--- src/rtl/if_prefetch_pkg.sv ---
// Shared constants and helpers for the if_prefetch fetch stage.
package if_prefetch_pkg;

  localparam int unsigned IfAddrW    = 32;
  localparam int unsigned IfInstW    = 32;
  localparam int unsigned IfDepth    = 4;
  localparam int unsigned InstBytes  = 4;
  localparam int unsigned PerfW      = 32;
  // Headroom on the drop counter so back-to-back redirects can stack stale responses.
  localparam int unsigned DropExtraW = 3;

  typedef logic [PerfW-1:0] perf_cnt_t;

  function automatic perf_cnt_t perf_sat_inc(input perf_cnt_t cnt, input logic inc);
    return (inc && (cnt != '1)) ? cnt + perf_cnt_t'(1) : cnt;
  endfunction

endpackage

--- src/rtl/if_prefetch_slot_buf.sv ---
// Prefetch slot array: slots allocated at grant (pc), filled at response (inst), freed at pop.
module if_prefetch_slot_buf
  import if_prefetch_pkg::*;
#(
  parameter int unsigned ADDR_W = IfAddrW,
  parameter int unsigned INST_W = IfInstW,
  parameter int unsigned DEPTH  = IfDepth,
  localparam int unsigned PTR_W = $clog2(DEPTH)
) (
  input  logic              i_clk,
  input  logic              i_rst,
  input  logic              i_flush,
  input  logic              i_alloc,
  input  logic [ADDR_W-1:0] i_alloc_pc,
  input  logic              i_fill,
  input  logic [INST_W-1:0] i_fill_inst,
  input  logic              i_pop,
  output logic [PTR_W:0]    o_alloc_cnt,
  output logic [PTR_W:0]    o_pend_cnt,
  output logic              o_head_valid,
  output logic [ADDR_W-1:0] o_head_pc,
  output logic [INST_W-1:0] o_head_inst
);

  logic [ADDR_W-1:0] r_pc   [DEPTH];
  logic [INST_W-1:0] r_inst [DEPTH];
  logic [DEPTH-1:0]  r_filled;
  logic [DEPTH-1:0]  w_filled_d;
  logic [PTR_W-1:0]  r_head;
  logic [PTR_W-1:0]  r_tail;
  logic [PTR_W-1:0]  r_fill;
  logic [PTR_W:0]    r_alloc_cnt;
  logic [PTR_W:0]    r_pend_cnt;

  // Head is always filled and the fill slot never is, so these indices cannot collide.
  always_comb begin
    w_filled_d = r_filled;
    if (i_fill) w_filled_d[r_fill] = 1'b1;
    if (i_pop)  w_filled_d[r_head] = 1'b0;
  end

  always_ff @(posedge i_clk or posedge i_rst) begin
    if (i_rst) begin
      r_filled    <= '0;
      r_head      <= '0;
      r_tail      <= '0;
      r_fill      <= '0;
      r_alloc_cnt <= '0;
      r_pend_cnt  <= '0;
    end else if (i_flush) begin
      r_filled    <= '0;
      r_head      <= '0;
      r_tail      <= '0;
      r_fill      <= '0;
      r_alloc_cnt <= '0;
      r_pend_cnt  <= '0;
    end else begin
      r_filled <= w_filled_d;
      if (i_alloc) r_tail <= r_tail + PTR_W'(1);
      if (i_fill)  r_fill <= r_fill + PTR_W'(1);
      if (i_pop)   r_head <= r_head + PTR_W'(1);
      r_alloc_cnt <= r_alloc_cnt + (PTR_W+1)'(i_alloc) - (PTR_W+1)'(i_pop);
      r_pend_cnt  <= r_pend_cnt + (PTR_W+1)'(i_alloc) - (PTR_W+1)'(i_fill);
    end
  end

  // Payload storage needs no reset; visibility is gated by the filled bits.
  always_ff @(posedge i_clk) begin
    if (i_alloc && !i_flush) r_pc[r_tail]   <= i_alloc_pc;
    if (i_fill && !i_flush)  r_inst[r_fill] <= i_fill_inst;
  end

  assign o_alloc_cnt  = r_alloc_cnt;
  assign o_pend_cnt   = r_pend_cnt;
  assign o_head_valid = r_filled[r_head];
  assign o_head_pc    = o_head_valid ? r_pc[r_head] : '0;
  assign o_head_inst  = o_head_valid ? r_inst[r_head] : '0;

endmodule

--- src/rtl/if_prefetch.sv ---
// Fetch stage: PC generator, drop counter for flushed in-flight fetches, and prefetch buffer.
// Define IF_PERF_EN to build the saturating perf counters; otherwise o_perf_* are tied to zero.
module if_prefetch
  import if_prefetch_pkg::*;
#(
  parameter int unsigned       ADDR_W   = IfAddrW,
  parameter int unsigned       INST_W   = IfInstW,
  parameter int unsigned       DEPTH    = IfDepth,
  parameter logic [ADDR_W-1:0] RESET_PC = '0
) (
  input  logic              i_clk,
  input  logic              i_rst,
  output logic              o_imem_req,
  output logic [ADDR_W-1:0] o_imem_addr,
  input  logic              i_imem_gnt,
  input  logic              i_imem_rvalid,
  input  logic [INST_W-1:0] i_imem_rdata,
  output logic              o_id_valid,
  output logic [ADDR_W-1:0] o_id_pc,
  output logic [INST_W-1:0] o_id_inst,
  input  logic              i_id_ready,
  input  logic              i_redirect_en,
  input  logic [ADDR_W-1:0] i_redirect_pc,
  output logic [PerfW-1:0]  o_perf_fetch,
  output logic [PerfW-1:0]  o_perf_flush,
  output logic [PerfW-1:0]  o_perf_stall
);

  localparam int unsigned    PTR_W    = $clog2(DEPTH);
  localparam int unsigned    DROP_W   = PTR_W + 1 + DropExtraW;
  localparam logic [PTR_W:0] FULL_CNT = (PTR_W+1)'(DEPTH);

  logic [ADDR_W-1:0] r_fetch_pc;
  logic [ADDR_W-1:0] w_fetch_pc_d;
  logic [DROP_W-1:0] r_drop_cnt;
  logic [DROP_W-1:0] w_drop_d;
  logic [PTR_W:0]    w_alloc_cnt;
  logic [PTR_W:0]    w_pend_cnt;
  logic              w_req;
  logic              w_grant;
  logic              w_drop;
  logic              w_fill;
  logic              w_pop;

  assign w_req   = (w_alloc_cnt < FULL_CNT) & ~i_redirect_en & ~i_rst;
  assign w_grant = w_req & i_imem_gnt;
  assign w_drop  = i_imem_rvalid & (r_drop_cnt != '0);
  // A response with nothing pending and nothing to drop is a protocol error and is ignored.
  assign w_fill  = i_imem_rvalid & (r_drop_cnt == '0) & (w_pend_cnt != '0);
  assign w_pop   = o_id_valid & i_id_ready;

  assign o_imem_req  = w_req;
  assign o_imem_addr = r_fetch_pc;

  always_comb begin
    w_fetch_pc_d = r_fetch_pc;
    if (i_redirect_en) begin
      w_fetch_pc_d = i_redirect_pc;
    end else if (w_grant) begin
      w_fetch_pc_d = r_fetch_pc + ADDR_W'(InstBytes);
    end
  end

  // On redirect every allocated-but-unfilled fetch becomes a drop, less the one landing now.
  always_comb begin
    w_drop_d = r_drop_cnt;
    if (w_drop) w_drop_d = w_drop_d - DROP_W'(1);
    if (i_redirect_en) w_drop_d = w_drop_d + DROP_W'(w_pend_cnt) - DROP_W'(w_fill);
  end

  always_ff @(posedge i_clk or posedge i_rst) begin
    if (i_rst) begin
      r_fetch_pc <= RESET_PC;
      r_drop_cnt <= '0;
    end else begin
      r_fetch_pc <= w_fetch_pc_d;
      r_drop_cnt <= w_drop_d;
    end
  end

  if_prefetch_slot_buf #(
    .ADDR_W (ADDR_W),
    .INST_W (INST_W),
    .DEPTH  (DEPTH)
  ) u_slot_buf (
    .i_clk        (i_clk),
    .i_rst        (i_rst),
    .i_flush      (i_redirect_en),
    .i_alloc      (w_grant),
    .i_alloc_pc   (r_fetch_pc),
    .i_fill       (w_fill),
    .i_fill_inst  (i_imem_rdata),
    .i_pop        (w_pop),
    .o_alloc_cnt  (w_alloc_cnt),
    .o_pend_cnt   (w_pend_cnt),
    .o_head_valid (o_id_valid),
    .o_head_pc    (o_id_pc),
    .o_head_inst  (o_id_inst)
  );

`ifdef IF_PERF_EN
  perf_cnt_t r_perf_fetch;
  perf_cnt_t r_perf_flush;
  perf_cnt_t r_perf_stall;

  always_ff @(posedge i_clk or posedge i_rst) begin
    if (i_rst) begin
      r_perf_fetch <= '0;
      r_perf_flush <= '0;
      r_perf_stall <= '0;
    end else begin
      r_perf_fetch <= perf_sat_inc(r_perf_fetch, w_pop);
      r_perf_flush <= perf_sat_inc(r_perf_flush, i_redirect_en);
      r_perf_stall <= perf_sat_inc(r_perf_stall, i_id_ready & ~o_id_valid);
    end
  end

  assign o_perf_fetch = r_perf_fetch;
  assign o_perf_flush = r_perf_flush;
  assign o_perf_stall = r_perf_stall;
`else
  assign o_perf_fetch = '0;
  assign o_perf_flush = '0;
  assign o_perf_stall = '0;
`endif

  a_rvalid_expected: assert property (@(posedge i_clk) disable iff (i_rst)
    i_imem_rvalid |-> ((r_drop_cnt != '0) || (w_pend_cnt != '0)));

  a_alloc_bounded: assert property (@(posedge i_clk) disable iff (i_rst)
    w_alloc_cnt <= FULL_CNT);

endmodule

--- config.mk ---
export PLATFORM = sky130hd
export DESIGN_NAME = if_prefetch
export DESIGN_NICKNAME = d
export VERILOG_FILES = /design/src/rtl/if_prefetch_pkg.sv /design/src/rtl/if_prefetch_slot_buf.sv /design/src/rtl/if_prefetch.sv
export SDC_FILE = /design/constraint.sdc
export NUM_CORES = 1
export LEC_CHECK = 0
export ABC_CLOCK_PERIOD_IN_PS = 2800
export BUFFER_PORTS_ARGS = -buffer_cell sky130_fd_sc_hd__buf_2
export CAP_MARGIN = 20
export CORE_ASPECT_RATIO = 1.5
export CORE_MARGIN = 2
export CORE_UTILIZATION = 40
export CTS_CLUSTER_DIAMETER = 100
export DETAILED_ROUTE_END_ITERATION = 12
export PLACE_DENSITY = 0.65
export SETUP_SLACK_MARGIN = 0.3
export SLEW_MARGIN = 20
export SYNTH_ARGS = -nofsm -noshare
export SYNTH_HDL_FRONTEND = slang
export SYNTH_SLANG_ARGS = --single-unit
--- constraint.sdc ---
create_clock -name i_clk -period 2.8 [get_ports i_clk]
set_input_delay 0.14 -clock i_clk [delete_from_list [all_inputs] [get_ports i_clk]]
set_output_delay 0.14 -clock i_clk [all_outputs]
set_load 0.05 [all_outputs]
==> results.py <==
metrics = {
    "setup_path": {
        "crit_type": "flip-flop to flip-flop",
        "worstPathMaxFanout": 5,
        "cp.arrival_ps": 3230,
        "end_kind": "flip-flop",
        "cp.required_ps": 3280,
        "crit_chain": "inv_2 > ha_4 > nand2b_4 > o41ai_4 > nor2_1 > a21oi_2 > ha_1 > inv_2 > ha_4 > a211oi_4 > o21bai_1 > a21oi_1 > mux2i_1 > xnor2_1",
        "slowest_delay_ps": 390,
        "crit_slowest_cell": "dfrtp_1",
        "startpoint_type": "flip-flop",
        "rr_worst_depth": 14,
    },
    "clock_tree": {
        "cts.sinks": 310,
        "htreeDepth": 1,
        "cts_tree": "yes",
        "cts_buffers": 30,
        "cts_buffer_depth": 3,
        "cts.clk_slew.worst_paths_ps": 60,
        "clock-root-buffer": "clkbuf_16",
        "insertion_delay_ps": 550,
    },
    "status": {
        "status": "completed",
    },
    "sta": {
        "slew_headroom_pct": 43.25,
        "fin_crit_ps": 2751,
        "finalCritPeriodShare_pct": 98.26,
        "final-max-slew-violation-count": 0,
        "max_freq_mhz": 363.5,
        "finalHoldViolCount": 0,
        "whs_ps": 91.25,
        "worstMarginPinSlew_ps": 851.3,
        "rsz0062_at_grt": "yes",
        "setup_viol": 0,
        "final.setup.worst_slack_ps": 48.66,
        "fin_skew_ps": 7.038,
    },
    "power_and_ir_drop": {
        "swShare_pct": 26.56,
        "p_clk_share_pct": 36.4,
        "powerDensity_nw_per_um2": 667.8,
        "power.switching_uw": 3065,
        "ir_drop_mv": 0.4886,
        "p_leak_uw": 0.006410,
        "total_power_uw": 11540,
        "p_int_uw": 8472,
        "seqPwrFrac_pct": 46.2,
        "combPwrFrac_pct": 17.4,
    },
    "place": {
        "gp_congestion": 0.7889,
        "dpl_worst_slack_ps": -39.49,
        "dp.cells": 1450,
        "place_area_sq_um": 15060,
        "dp_hpwl_microns": 17830,
        "portBuffers": 167,
    },
    "die": {
        "fp.dieW_microns": 155.8,
        "dieHeight_microns": 231.7,
        "start_util_pct": 40.47,
        "coreArea_sq_um": 34170,
        "ios": 264,
        "die_area_sq_um": 36100,
        "rows": 83,
    },
    "synthesis": {
        "synth_cell_type_count": 53,
        "syn_inst": 870,
        "synth_top_area_cell": "edfxtp_1",
        "synth-seq-cells": 310,
        "avgSynthCellArea_sq_um": 15.89,
        "ys_top_cells_by_area": "edfxtp_1 (56%), mux4_2 (10%), dfrtp_1 (9.8%)",
        "synth-seq-area-share_pct": 65.38,
        "yosysTopAreaCellShare_pct": 55.60,
        "synth_flop_cell": "edfxtp_1",
        "yosysWarnings": 0,
        "syn_area_sq_um": 13830,
        "ys_top_cells_by_count": "edfxtp_1 (256), buf_4 (97), nor2b_1 (68)",
        "yosysMostFrequentCell": "edfxtp_1",
        "synth-edff-count": 256,
        "async_flop_share_pct": 17.42,
    },
    "global_route": {
        "globalRouteOverflowTotal": 0,
        "track_usage_pct": 16.21,
        "grt_pass1_vias": 7944,
        "antenna_found_initial": 0,
        "grt_pass1_wl_microns": 44590,
        "grt_start_max_net_pins": 84,
    },
    "final_layout": {
        "stdcell_count": 1591,
        "layout.nets": 1239,
        "fill_cells": 2835,
        "finish.instance_area_sq_um": 17280,
        "area_growth_syn_to_layout_pct": 24.96,
        "diodes": 0,
        "drive_above_1_share_pct": 33.36,
    },
    "routing": {
        "vias": 7790,
        "drt_iter0_drc": 295,
        "ant_nets": 0,
        "drc": 0,
        "drt-pass1-iter-count": 4,
        "wire_per_inst_microns": 18.91,
        "via_per_inst": 4.896,
        "drt_wl_total_microns": 30080,
    },
    "run": {
        "maxCapViolCount": 0,
    },
    "worst_hold_path": {
        "hold_path_depth": 4,
        "hold_path.class": "input port to flip-flop",
    },
}
## power by group through the flow
stage          combinational [uW]  clock (uW)  sequential [uW]
2_1_floorplan                1260           0             5540
3_3_place_gp                 1660           0             5410
3_5_place_dp                 1690           0             5420
4_1_cts                      1830        4310             5330
5_1_grt                      2160        4480             5360
6_report                     2000        4200             5340
## cells by family after synthesis
kind of cell | Yosys count | share of synthesized area, %
adder cells (fa/ha/maj) | 27 | 2.606
multiplexers | 77 | 11.40
AO/OA/AOI/OAI | 56 | 2.398
buffers and inverters | 165 | 7.240
XOR/XNOR | 39 | 2.471
other | 1 | 0.02712
flip-flops | 310 | 65.38
AND/OR/NAND/NOR | 195 | 8.480
## path summary, 6_finish.rpt
check                                       endpoint           start  slack, ps
max in group asynchronous             o_imem_addr[9]           i_rst       1700
min reg2reg                    u_slot_buf.r_pc[2][1]  o_imem_addr[1]        560
max reg2reg                            r_drop_cnt[5]   r_drop_cnt[1]         50
max                                    r_drop_cnt[5]   r_drop_cnt[1]         50
min                           u_slot_buf.r_filled[0]      i_id_ready         90
min in group asynchronous  u_slot_buf.o_alloc_cnt[0]           i_rst        220
## routing by layer
metal  vias up  GRT usage (%)  wire (microns)
li1       3570              -               -
met5         -              0               0
met2       238          30.30           16370
met3        46          1.997            1251
met1      3936          19.24           11770
met4         0          5.275             687
## repair_timing
item,4_1_cts,5_1_grt
endpoints found under the hold margin,181,0
buffers inserted,4,9
cloned,3,3
hold buffers,66,0
resized for setup,19,64
pin swaps,4,12
setup endpoints to repair,70,35
## state kept, by name, indices dropped and copies added, names as in the netlist
name and flops:
o_imem_addr 32, r_drop_cnt 6, u_slot_buf.o_alloc_cnt 3, u_slot_buf.o_pend_cnt 3, u_slot_buf.r_fill 2, u_slot_buf.r_filled 4, u_slot_buf.r_head 2, u_slot_buf.r_inst 128
u_slot_buf.r_pc 128, u_slot_buf.r_tail 2
## stage by stage
step / TNS, ps / utilization, %
floorplan: 0 / -
global placement: -4.087 / 44.08
detailed placement: -57.66 / 44.08
CTS: 0 / 49.53
global route: -82.70 / 50.57
finish: 0 / 50.57
## layout make-up
class	count	area [sq um]	share of cell area, %
Sequential cell	310	9049	52.38
Multi-Input combinational cell	490	4349	25.17
Timing Repair Buffer	277	2181	12.62
Clock buffer	41	843.3	4.881
Tap cell	425	531.8	3.078
Clock inverter	15	196.4	1.137
Inverter	33	126.4	0.7315
## layout by cell type, fill, tap and decap left out, types with 4 or more instances in the layout
| cell | Yosys | layout |
|---|---|---|
| buf_12 | 0 | 10 |
| buf_2 | 14 | 140 |
| bufinv_16 | 0 | 4 |
| o21ai_0 | 23 | 22 |
| xnor2_1 | 29 | 26 |
| xor2_1 | 10 | 10 |
| inv_1 | 32 | 24 |
| ha_1 | 24 | 18 |
| nand3_1 | 12 | 12 |
| nor3_1 | 11 | 10 |
| inv_2 | 0 | 7 |
| conb_1 | 1 | 96 |
| a21oi_1 | 10 | 8 |
| a211oi_1 | 6 | 4 |
| nor2b_1 | 68 | 60 |
| dlygate4sd3_1 | 0 | 66 |
| nor2b_2 | 0 | 8 |
| ha_4 | 0 | 6 |
| buf_6 | 0 | 6 |
| and3_2 | 2 | 6 |
| clkbuf_16 | 0 | 34 |
| and2_2 | 0 | 4 |
| nor2_1 | 17 | 17 |
| and3_1 | 9 | 5 |
| mux2i_1 | 9 | 9 |
| buf_4 | 97 | 34 |
| clkbuf_4 | 0 | 13 |
| clkbuf_1 | 18 | 7 |
| buf_16 | 0 | 4 |
| o21ai_1 | 6 | 6 |
| clkbuf_8 | 0 | 4 |
| nand2_1 | 44 | 44 |
| dfrtp_1 | 54 | 50 |
| mux4_2 | 64 | 64 |
| clkinv_2 | 0 | 4 |
| edfxtp_1 | 256 | 256 |
## worst max-delay path: cells and delay by family (launching register included)
kind	cells	cell delay, ps
flip-flops	1	390
multiplexers	1	240
AND/OR/NAND/NOR	2	170
adder cells (fa/ha/maj)	3	610
XOR/XNOR	1	140
AO/OA/AOI/OAI	5	950
buffers and inverters	2	160
Power figures use the tool's default switching activity.
